===== config.mk =====
export PLATFORM = sky130hd
export DESIGN_NAME = bfloat16_fma_queue
export DESIGN_NICKNAME = d
export VERILOG_FILES = /design/src/rtl/bf16_fma_queue_pkg.sv /design/src/rtl/bfloat16_fma_queue_sync_fifo.sv /design/src/rtl/bfloat16_fma_queue.sv
export SDC_FILE = /design/constraint.sdc
export NUM_CORES = 1
export LEC_CHECK = 0
export ABC_AREA = 1
export BUFFER_PORTS_ARGS = -buffer_cell sky130_fd_sc_hd__buf_2
export CORE_UTILIZATION = 30
export CTS_CLUSTER_DIAMETER = 200
export DETAILED_ROUTE_END_ITERATION = 7
export REMOVE_ABC_BUFFERS = 1
export SKIP_CTS_REPAIR_TIMING = 1
export SLEW_MARGIN = 10
export SYNTH_ARGS = -nofsm -noshare
export SYNTH_HDL_FRONTEND = slang
export SYNTH_SLANG_ARGS = --single-unit

===== constraint.sdc =====
create_clock -name clk -period 22.7 [get_ports clk]
set_clock_uncertainty 0.05 [all_clocks]
set_input_delay 2.27 -clock clk [delete_from_list [all_inputs] [get_ports clk]]
set_output_delay 2.27 -clock clk [all_outputs]
set_load 0.02 [all_outputs]

===== src/rtl/bf16_fma_queue_pkg.sv =====
// Shared constants for the bfloat16 FMA command/result queue:
// register offsets, flag layout, STATUS field positions and bf16 width.
package bf16_fma_queue_pkg;

   localparam int BF16_W = 16;
   localparam int FLAG_W = 5;
   localparam int OP_W   = 3 * BF16_W;
   localparam int RES_W  = FLAG_W + BF16_W;

   localparam int FLG_INVALID   = 4;
   localparam int FLG_OVERFLOW  = 3;
   localparam int FLG_UNDERFLOW = 2;
   localparam int FLG_INEXACT   = 1;
   localparam int FLG_DENORMAL  = 0;

   localparam int ST_OPCNT_LSB  = 24;
   localparam int ST_RESCNT_LSB = 16;
   localparam int ST_OUTST_LSB  = 8;
   localparam int ST_DROP_BIT   = 7;

   typedef enum logic [1:0] {
      REG_OPAB   = 2'd0,
      REG_OPC    = 2'd1,
      REG_RESULT = 2'd2,
      REG_STATUS = 2'd3
   } reg_e;

   function automatic logic [31:0] status_word(
      input logic [7:0]        opc,
      input logic [7:0]        resc,
      input logic [7:0]        outs,
      input logic              drop,
      input logic [FLAG_W-1:0] flg
   );
      logic [31:0] w;
      w = '0;
      w[ST_OPCNT_LSB  +: 8] = opc;
      w[ST_RESCNT_LSB +: 8] = resc;
      w[ST_OUTST_LSB  +: 8] = outs;
      w[ST_DROP_BIT]        = drop;
      w[FLAG_W-1:0]         = flg;
      return w;
   endfunction

endpackage


===== src/rtl/bfloat16_fma_queue_sync_fifo.sv =====
// sync_fifo: single-clock FIFO, head word read combinationally from registered storage.
// Ports: clk, reset (async, active-high), push/wdata, pop/rdata, full, empty, count.
module sync_fifo #(
   parameter int WIDTH = 8,
   parameter int DEPTH = 4
) (
   input  logic                   clk,
   input  logic                   reset,
   input  logic                   push,
   input  logic                   pop,
   input  logic [WIDTH-1:0]       wdata,
   output logic [WIDTH-1:0]       rdata,
   output logic                   full,
   output logic                   empty,
   output logic [$clog2(DEPTH):0] count
);

   localparam int AW = $clog2(DEPTH);

   logic [WIDTH-1:0] mem_q [DEPTH];
   logic [AW-1:0]    wp_q, rp_q;
   logic [AW:0]      cnt_q;
   logic             do_push, do_pop;

   assign empty   = (cnt_q == '0);
   assign full    = (cnt_q == (AW+1)'(DEPTH));
   assign count   = cnt_q;
   assign rdata   = mem_q[rp_q];
   assign do_pop  = pop & ~empty;
   // a pop in the same cycle frees the slot a push into a full FIFO needs
   assign do_push = push & (~full | do_pop);

   always_ff @(posedge clk or posedge reset) begin
      if (reset) begin
         for (int i = 0; i < DEPTH; i++) mem_q[i] <= '0;
         wp_q  <= '0;
         rp_q  <= '0;
         cnt_q <= '0;
      end else begin
         if (do_push) begin
            mem_q[wp_q] <= wdata;
            wp_q        <= wp_q + 1'b1;
         end
         if (do_pop) rp_q <= rp_q + 1'b1;
         if (do_push & ~do_pop)      cnt_q <= cnt_q + 1'b1;
         else if (do_pop & ~do_push) cnt_q <= cnt_q - 1'b1;
      end
   end

endmodule


===== src/rtl/bfloat16_fma_queue.sv =====
// Bus-facing operand/result queue in front of the bfloat16 FMA core.
// Ports: clk, reset; bus valid/ready/addr/wdata/wstrb/rdata; FMA op_valid/op_ready/
// op_a/op_b/op_c; res_valid/res_data/res_flags; irq (only with FMA_QUEUE_IRQ_EN).
module bfloat16_fma_queue
   import bf16_fma_queue_pkg::*;
#(
   parameter int          DEPTH     = 4,
   parameter logic [31:0] BASE_ADDR = 32'h3000_0000
) (
   input  logic              clk,
   input  logic              reset,
   input  logic              valid,
   output logic              ready,
   input  logic [31:0]       addr,
   input  logic [31:0]       wdata,
   input  logic [3:0]        wstrb,
   output logic [31:0]       rdata,
   output logic              op_valid,
   input  logic              op_ready,
   output logic [BF16_W-1:0] op_a,
   output logic [BF16_W-1:0] op_b,
   output logic [BF16_W-1:0] op_c,
   input  logic              res_valid,
   input  logic [BF16_W-1:0] res_data,
   input  logic [FLAG_W-1:0] res_flags,
   output logic              irq
);

   localparam int CW  = $clog2(DEPTH) + 1;
   localparam int CW1 = CW + 1;

   logic              ready_q, opab_q, opc_q, pop_q, clr_q;
   logic [31:0]       rdata_q, wd_q, rd_d;
   logic [BF16_W-1:0] a_q, a_d, b_q, b_d;
   logic [CW-1:0]     outs_q, outs_d, op_cnt, res_cnt;
   logic              drop_q, drop_d;
   logic [FLAG_W-1:0] flags_q, flags_d;
   logic              req, hit, we;
   reg_e              sel;
   logic              op_full, op_empty, res_full, res_empty;
   logic [OP_W-1:0]   op_head;
   logic [RES_W-1:0]  res_head;
   logic              issue, res_acc, op_drop;
   logic [CW:0]       credit;
   logic [1:0]        unused_addr;

   assign unused_addr = addr[1:0];

   assign req = valid & ~ready_q;
   assign hit = (addr[31:4] == BASE_ADDR[31:4]);
   assign we  = |wstrb;
   assign sel = reg_e'(addr[3:2]);

   always_comb begin
      rd_d = '0;
      if (hit & ~we) begin
         unique case (sel)
            REG_RESULT: if (!res_empty) rd_d = {1'b1, 10'b0, res_head};
            REG_STATUS: rd_d = status_word(8'(op_cnt), 8'(res_cnt), 8'(outs_q), drop_q, flags_q);
            default: rd_d = '0;
         endcase
      end
   end

   // Request is decoded at the sampling edge; its side effects are pulses
   // aligned with ready and commit at the edge closing the ack cycle.
   always_ff @(posedge clk or posedge reset) begin
      if (reset) begin
         ready_q <= 1'b0;
         rdata_q <= '0;
         opab_q  <= 1'b0;
         opc_q   <= 1'b0;
         pop_q   <= 1'b0;
         clr_q   <= 1'b0;
         wd_q    <= '0;
      end else begin
         ready_q <= req;
         rdata_q <= req ? rd_d : '0;
         opab_q  <= req & hit & we & (sel == REG_OPAB);
         opc_q   <= req & hit & we & (sel == REG_OPC);
         clr_q   <= req & hit & we & (sel == REG_STATUS);
         // only the bus pops, so non-empty now stays non-empty until commit
         pop_q   <= req & hit & ~we & (sel == REG_RESULT) & ~res_empty;
         if (req) wd_q <= wdata;
      end
   end

   assign ready = ready_q;
   assign rdata = rdata_q;

   // credit rule: a result slot is reserved for every triple in flight
   assign credit   = {1'b0, outs_q} + {1'b0, res_cnt};
   assign op_valid = ~op_empty & (credit < CW1'(DEPTH));
   assign issue    = op_valid & op_ready;
   assign res_acc  = res_valid & (outs_q != '0);
   assign op_drop  = opc_q & op_full & ~issue;
   assign {op_a, op_b, op_c} = op_head;

   sync_fifo #(.WIDTH(OP_W), .DEPTH(DEPTH)) u_op_fifo (
      .clk   (clk),
      .reset (reset),
      .push  (opc_q),
      .pop   (issue),
      .wdata ({a_q, b_q, wd_q[BF16_W-1:0]}),
      .rdata (op_head),
      .full  (op_full),
      .empty (op_empty),
      .count (op_cnt)
   );

   sync_fifo #(.WIDTH(RES_W), .DEPTH(DEPTH)) u_res_fifo (
      .clk   (clk),
      .reset (reset),
      .push  (res_acc),
      .pop   (pop_q),
      .wdata ({res_flags, res_data}),
      .rdata (res_head),
      .full  (res_full),
      .empty (res_empty),
      .count (res_cnt)
   );

   always_comb begin
      a_d     = a_q;
      b_d     = b_q;
      outs_d  = outs_q;
      drop_d  = drop_q;
      flags_d = flags_q;
      if (opab_q) begin
         a_d = wd_q[31:16];
         b_d = wd_q[15:0];
      end
      if (issue & ~res_acc)      outs_d = outs_q + 1'b1;
      else if (res_acc & ~issue) outs_d = outs_q - 1'b1;
      // a clear and a new event in the same cycle: the event wins
      if (clr_q) begin
         drop_d  = drop_q & ~wd_q[ST_DROP_BIT];
         flags_d = flags_q & ~wd_q[FLAG_W-1:0];
      end
      if (op_drop | (res_valid & ~res_acc) | (res_acc & res_full)) drop_d = 1'b1;
      if (res_acc) flags_d = flags_d | res_flags;
   end

   always_ff @(posedge clk or posedge reset) begin
      if (reset) begin
         a_q     <= '0;
         b_q     <= '0;
         outs_q  <= '0;
         drop_q  <= 1'b0;
         flags_q <= '0;
      end else begin
         a_q     <= a_d;
         b_q     <= b_d;
         outs_q  <= outs_d;
         drop_q  <= drop_d;
         flags_q <= flags_d;
      end
   end

`ifdef FMA_QUEUE_IRQ_EN
   logic irq_q;
   logic res_ne_d;

   // next-state non-empty, so irq tracks the FIFO with no extra lag
   assign res_ne_d = res_acc | (res_cnt > CW'(1)) | ((res_cnt == CW'(1)) & ~pop_q);

   always_ff @(posedge clk or posedge reset) begin
      if (reset) irq_q <= 1'b0;
      else       irq_q <= res_ne_d;
   end

   assign irq = irq_q;
`else
   assign irq = 1'b0;
`endif

endmodule


==> impl_results.md, run 1 <==
* Period utilization at 0.246
* Distinct cell type count after synthesis at 37
* Root buffer cell: clkbuf_16
* Die area at about 60000 sq um
* Starting Density at 0.303
* Grt total ovfl at 0
* Tot GR Track Use at 0.170
* CTS tree: done
* VDD IR max at 61.5 uV
* PwrDens at roughly 110 nW/um^2
* Residual DRC at 0
* Largest family of logic cells by synthesized area: simple AND/OR/NAND/NOR gates
* Seq cells post-synth at 393
* Hpwl dp at ~28 mm
* Area of the multi-input gates at 6940 sq um
* Largest net degree at the start of global routing at 175
* Fin area at 20400 sq um
* Via/cell ratio at 5.07
* Worst-path clk slew at 0.06 ns
* Register area at just under 10000 sq um
* Req. time, crit path at approximately 20 ns
* CP endpoint kind: primary output
* Fill cells at 6003
* Register area share after synthesis at 0.551
* Fin. max-slew vios at 0
* Placed cell count at 2830
* Wire length of the first global-routing pass at 81.2 mm
* Via count at 14.7k
* ANT nets after route at 0
* WL final at just over 50 mm
* Hold Fails Final Rpt at 0
* Synth-to-layout area growth at 14.3%
* Ys Warns at 0
* Commonest non-fill, non-tap cell in the layout: nand2_1
* Final setup fails at 0
* Placed inst area at 19000 sq um
* Ports at 177
* Initial antenna violation count at 1
* Nets at 2212
* Total iterations of the first detailed-routing run at 5
* Die Ht at ~250 microns
* Simple-gate share of the synthesized area at 0.253
* Finished Layout Cells at just under 3k
* Compound-gate portion of the synthesized area at 0.0930
* Antenna fix cells at 0
* Min cycle time layout at 5.58 ns
* Die Wd at 246 microns
* RSZ-0062 raised after global routing: no
* Slew margin rel. at 0.203
* Async set or reset register ratio after synthesis at 1.00
* Syn avg cell area at 8.78 sq um
* Port bufs at between 150 and 200
* Commonest cells after routing, fill and taps aside: 614 x nand2_1, 389 x dfrtp_1, 214 x nor2_1, 192 x nand4_1, 175 x o21ai_0
* Gpl congestion at 0.758
* Crit path arrival time at around 3.3 ns
* Share of layout cells above drive strength 1 at 0.148
* Htree depth at 2
* Synth Flop Type: dfrtp_1
* DRT iter0 DRCs at 1268
* Clock Sinks at 393
* Post-synth EDFFs at 0
* Mapped Cells at 2032
* F_max at 179 MHz
* Critical-path maximum fanout at 50
* Max cap viols at 0
* Vias in the first global route at 14.3k
* CTS Buf Count at 43
* Post-Synth XOR/XNOR Area at 0.00540
* Worst skew pair latency at approximately 0.57 ns
* TNS Setup at 0 ns
* Mux cell area share after synthesis at 0.0221
* Routed WL per cell at between 15 and 20 microns
* Setup crit start kind: register
* Leakage Power at ~10 nW
* Row count at 89
* Core Area at approximately 60000 sq um
* Measured slew at the worst slew-check pin at 1.20 ns
* Crit Path Class: reg -> out
* Status: finished clean
* CTS Buffer Depth at 3
* Worst min path class: reg -> reg
* Cell Area, Synth at 17800 sq um
* Post-Synth Adder-Cell Area at 0.0125
[area by class of cell]
type                       instances  share of cell area
sequential                       393               0.483
multi-input combinational       1421               0.340
clock buffer                      63              0.0609
timing repair buffer             184              0.0480
tap                              773              0.0474
inverter                          59              0.0113
clock inverter                    15             0.00951
[stage by stage]
step            util  setup slack, ns  power, mW  hold slack (ns)
2_1_floorplan      -             9.45       1.30            0.387
3_3_place_gp   0.322            17.56       1.54            0.399
3_5_place_dp   0.322            17.50       1.56            0.403
4_1_cts        0.346            17.06       2.27            0.418
5_1_grt        0.346            16.98       2.38            0.431
6_report       0.346            17.12       2.25            0.413
[where the power goes]
| part | switching (mW) | internal (mW) | leakage, nW |
|---|---|---|---|
| Combinational | 0.458 | 0.202 | 4.53 |
| Sequential | 0.0913 | 0.790 | 5.25 |
| Clock | 0.291 | 0.416 | 0.709 |
[kinds of logic after synthesis]
group / count (synthesis)
other cells: 1
simple gates: 1045
flops: 393
fa+ha+maj: 16
buf+inv: 225
compound gates: 306
xor+xnor: 11
mux: 35
[critical path, cell delays in order, from the launching register on]
cell and delay, ns:
dfrtp_2 0.84, inv_2 1.01, o21ai_0 0.22, o22ai_1 0.36, buf_2 0.24
[per-layer routing]
metal	vias to the layer above	track usage	part of all wire
li1	6917	-	-
met5	-	0	0.00023
met4	2	0.0413	0.015
met3	66	0.0287	0.069
met2	507	0.281	0.48
met1	7245	0.230	0.44
[worst paths after layout]
path / startpoint / endpoint / slack, ns / cells after the start
setup / recovery: u_op_fifo.rp_q[1]$_DFFE_PP0P_ / op_c[2] / 17.12 / 4
hold / removal: u_op_fifo.mem_q[103]$_DFFE_PP0P_ / u_op_fifo.mem_q[103]$_DFFE_PP0P_ / 0.41 / 2
setup reg to reg: outs_q[1]$_DFFE_PP0P_ / u_op_fifo.count[2]$_DFFE_PP0P_ / 19.30 / 14
hold reg to reg: u_op_fifo.mem_q[103]$_DFFE_PP0P_ / u_op_fifo.mem_q[103]$_DFFE_PP0P_ / 0.41 / 2
max in group asynchronous: reset / u_op_fifo.rp_q[0]$_DFFE_PP0P_ / 18.19 / 4
min in group asynchronous: reset / rdata[19]$_DFF_PP0_ / 1.84 / 2
[flip-flops by register name, indices dropped and copies added (netlist names)]
register / flops
a_q: 16
b_q: 16
clr_q: 1
drop_q: 1
flags_q: 5
opab_q: 1
opc_q: 1
outs_q: 3
pop_q: 1
rdata: 25
ready: 1
u_op_fifo.count: 3
u_op_fifo.mem_q: 192
u_op_fifo.rp_q: 2
u_op_fifo.wp_q: 2
u_res_fifo.count: 3
u_res_fifo.mem_q: 84
u_res_fifo.rp_q: 2
u_res_fifo.wp_q: 2
wd_q: 32
[Yosys cell counts, types with 19 or more instances]
master    instances  share of area
nand4_1         192          0.067
buf_6            23          0.015
mux2_2           35          0.022
clkbuf_1         79          0.017
nand2_1         614           0.13
nor2_1          214          0.045
o22ai_1          57          0.020
o21ai_1          56          0.016
buf_4            19         0.0080
o21ai_0         175          0.049
dfrtp_1         393           0.55
inv_1            57          0.012
buf_1            22         0.0046
buf_2            20         0.0056
Power figures use the tool's default switching activity.
==> run 2, diff against run 1 <==
Settings changed: ABC_AREA 1 to 0.
Clock period 22.7 ns to 5.2 ns, I/O delays scaled along.
==> run 2 against run 1 <==
Compared with the run above: power increased to 3.5 times the previous value; combinational power increased by 58%; non-clock buffer count rose by 3; design area fell by 1.3%; sequential power rose to 4.2 times the previous value; setup slack worse by 15 ns; synthesized cell count decreased by 50%; sequential share of layout area up 0.61 points; first-iteration DRC count down 67%; wire length is 25% lower; critical endpoint unchanged; largest cell class unchanged; largest power group unchanged.
==> impl_results.md, run 2 <==
* CTS Buf Count at 45 (+4.7%)
* Clock Sinks at 393 (unchanged)
* Largest regs: u_op_fifo.mem_q (192), u_res_fifo.mem_q (84), wd_q (32)
* Core Area at 55500 sq um (-5.7%)
* Crit-path cells: buf_4, mux4_2, buf_2
* VDD IR max at 261 uV (+320%)
* Grt total ovfl at 0 (unchanged)
* Fin area at 20100 sq um (-1.3%)
* GR peak layer: met2
* Port bufs at 166 (unchanged)
* ANT nets after route at 0 (unchanged)
* Slew margin rel. at 0.350 (+0.146)
* Post-synth EDFFs at 0 (unchanged)
* Hold Fails Final Rpt at 0 (unchanged)
* WL final at 38.7 mm (-25%)
* Crit path launch: u_op_fifo.rp_q[0]$_DFFE_PP0P_
* Initial antenna violation count at 10 (+9)
* Via count at 9306 (-37%)
* Met3 Resource Use GR at 0.0414 (+0.0127)
* Synth-to-layout area growth at 18.4%
* Mapped Cells at 1019 (-50%)
* Top cell type by total area after synthesis: dfrtp_1
* Register area share after synthesis at 0.578 (+0.0268)
* Post-synth top area share at 0.578 (+0.0268)
* Crit path arrival time at 2.78 ns (-0.48 ns)
* Placed cell count at 1896 (-33%)
* Fill cells at 5289 (-12%)
* PwrDens at 395 nW/um^2 (+260%)
* Seq cells post-synth at 393 (unchanged)
* R2R cell count at 10 (-4)
* Finished Layout Cells at 1982 (-32%)
* Row count at 86 (-3.4%)
* Top Family by Delay on Critical Path: flip-flops
* R2R Setup Slk at 1.99 ns (-17.31 ns)
* Worst min path class: in -> async
* Worst Path Buf+Inv at 2 (unchanged)
* Commonest non-fill, non-tap cell in the layout: dfrtp_1
* Max reg flops at 192 (unchanged)
* Min cycle time layout at 3.35 ns
* Slowest cell on crit path: dfrtp_4
* Top reg by flops: u_op_fifo.mem_q
* Die Wd at 240 microns (-2.3%)
* Final setup fails at 0 (unchanged)
* Hpwl dp at 23.0 mm (-18%)
* Vias in the first global route at 10.1k (-29%)
* FF-to-FF End: u_op_fifo.count[2]$_DFFE_PP0P_
* Via/cell ratio at 4.70 (-7.4%)
* Nets at 1305 (-41%)
* Commonest cells after routing, fill and taps aside: 390 x dfrtp_1, 263 x mux2_2, 166 x buf_2, 80 x mux2_4, 69 x mux4_2
* Cell Area, Synth at 17000 sq um (-4.6%)
* Setup crit start kind: register
* Top-count cell post-synth: dfrtp_1
* Period utilization at 0.644
* Critical-path maximum fanout at 37 (-26%)
* RSZ-0062 raised after global routing: no
* Placed inst area at 18600 sq um (-1.7%)
* Tot GR Track Use at 0.138 (-0.0316)
* Hold slack final at 0.0287 ns (-0.385 ns)
* Async set or reset register ratio after synthesis at 1.00 (unchanged)
* Ys Warns at 0 (unchanged)
* Synth top area cells: dfrtp_1 58%, mux2_2 17%, mux4_2 9.1%
* GR Util met2 at 0.222 (-0.0595)
* Max cap viols at 0 (unchanged)
* Total power at 7.95 mW (+250%)
* Syn avg cell area at 16.7 sq um (+90%)
* Wire length of the first global-routing pass at 60.7 mm (-25%)
* Status: finished clean
* Residual DRC at 0 (unchanged)
* Synth Flop Type: dfrtp_1
* Crit path largest cell delay at 0.99 ns (-0.02 ns)
* Leakage Power at 9.73 nW (-7.2%)
* Starting Density at 0.306 (+0.00354)
* Root buffer cell: clkbuf_16
* Routed WL per cell at 19.5 microns (+11%)
* Measured slew at the worst slew-check pin at 0.976 ns (-0.219 ns)
* Worst-path clk slew at 0.06 ns (about the same)
* Most frequent cells after synthesis: 393 x dfrtp_1, 263 x mux2_2, 80 x mux2_4
* Largest net degree at the start of global routing at 135 (-23%)
* Die Ht at 240 microns (-2.3%)
* CP endpoint kind: primary output
* Htree depth at 2 (unchanged)
* Distinct cell type count after synthesis at 40 (+8.1%)
* Req. time, crit path at 4.63 ns (-15.75 ns)
* DRT iter0 DRCs at 424 (-67%)
* Share of layout cells above drive strength 1 at 0.557 (+0.409)
* Gpl congestion at 0.722 (-4.7%)
* F_max at 298 MHz
* R2r startpoint: u_res_fifo.count[1]$_DFFE_PP0P_
* GRT met1 Usage at 0.183 (-0.0471)
* Die area at 57700 sq um (-4.6%)
* CTS Buffer Depth at 3 (unchanged)
* CTS tree: done
* Worst skew pair latency at 0.57 ns (about the same)
* Fin. max-slew vios at 0 (unchanged)
* Total iterations of the first detailed-routing run at 4 (-1)
* Crit Path Class: reg -> out
* Ports at 177 (unchanged)
==> run 2: cell count changes in the layout (fill, tap and decap cells not counted), sizes merged, moves of 7 or more <==
| cell | change |
|---|---|
| mux4 | +69 |
| nor2 | -196 |
| inv | -46 |
| and4 | +7 |
| nand4 | -192 |
| o22ai | -57 |
| nand3 | -8 |
| mux2 | +309 |
| nand2 | -605 |
| o21ai | -227 |
| and2 | +11 |
| nor4 | +8 |
==> run 2: per-layer routing <==
| metal | part of all wire | wire length, microns |
|---|---|---|
| met3 | 0.057 | 2190 |
| met4 | 0.019 | 721 |
| met2 | 0.47 | 18300 |
| met1 | 0.45 | 17500 |
| met5 | 0.0022 | 87 |
==> run 2: metrics by stage <==
step | setup WS [ns] | util | setup TNS (ns)
floorplan | -6.30 | - | -2474.31
global placement | 2.02 | 0.336 | 0
detailed placement | 1.99 | 0.336 | 0
CTS | 1.73 | 0.363 | 0
global route | 1.63 | 0.363 | 0
finish | 1.85 | 0.363 | 0
==> run 2: report_power, final <==
group	total (mW)	switching, mW	internal (mW)
clock network	3.17	1.31	1.87
registers	3.74	0.267	3.47
logic	1.04	0.418	0.618
==> run 2: cells by family after synthesis <==
kind of cell / count (synthesis) / synth area share
compound gates: 26 / 0.0125
xor+xnor: 15 / 0.00772
fa+ha+maj: 16 / 0.0131
buf+inv: 76 / 0.0256
flops: 393 / 0.578
mux: 413 / 0.337
other cells: 1 / 0.000220
simple gates: 79 / 0.0262
==> run 2: worst max-delay path by stage <==
stage | endpoint | cells after the start
6_report | op_c[2] | 3
5_1_grt | op_c[2] | 3
4_1_cts | op_c[2] | 3
3_5_place_dp | u_op_fifo.count[2]$_DFFE_PP0P_ | 10
3_3_place_gp | u_op_fifo.count[2]$_DFFE_PP0P_ | 10
2_1_floorplan | a_q[0]$_DFFE_PP0P_ | 1
==> run 2: final cells by class <==
| cell class | instances | area [sq um] | share of cell area |
|---|---|---|---|
| multi-input combinational | 557 | 6810 | 0.338 |
| sequential | 393 | 9840 | 0.489 |
| clock buffer | 61 | 1270 | 0.0629 |
| tap | 748 | 936 | 0.0465 |
| clock inverter | 22 | 226 | 0.0112 |
| inverter | 11 | 48.8 | 0.00242 |
| antenna | 3 | 7.51 | 0.000373 |
| timing repair buffer | 187 | 1000 | 0.0497 |
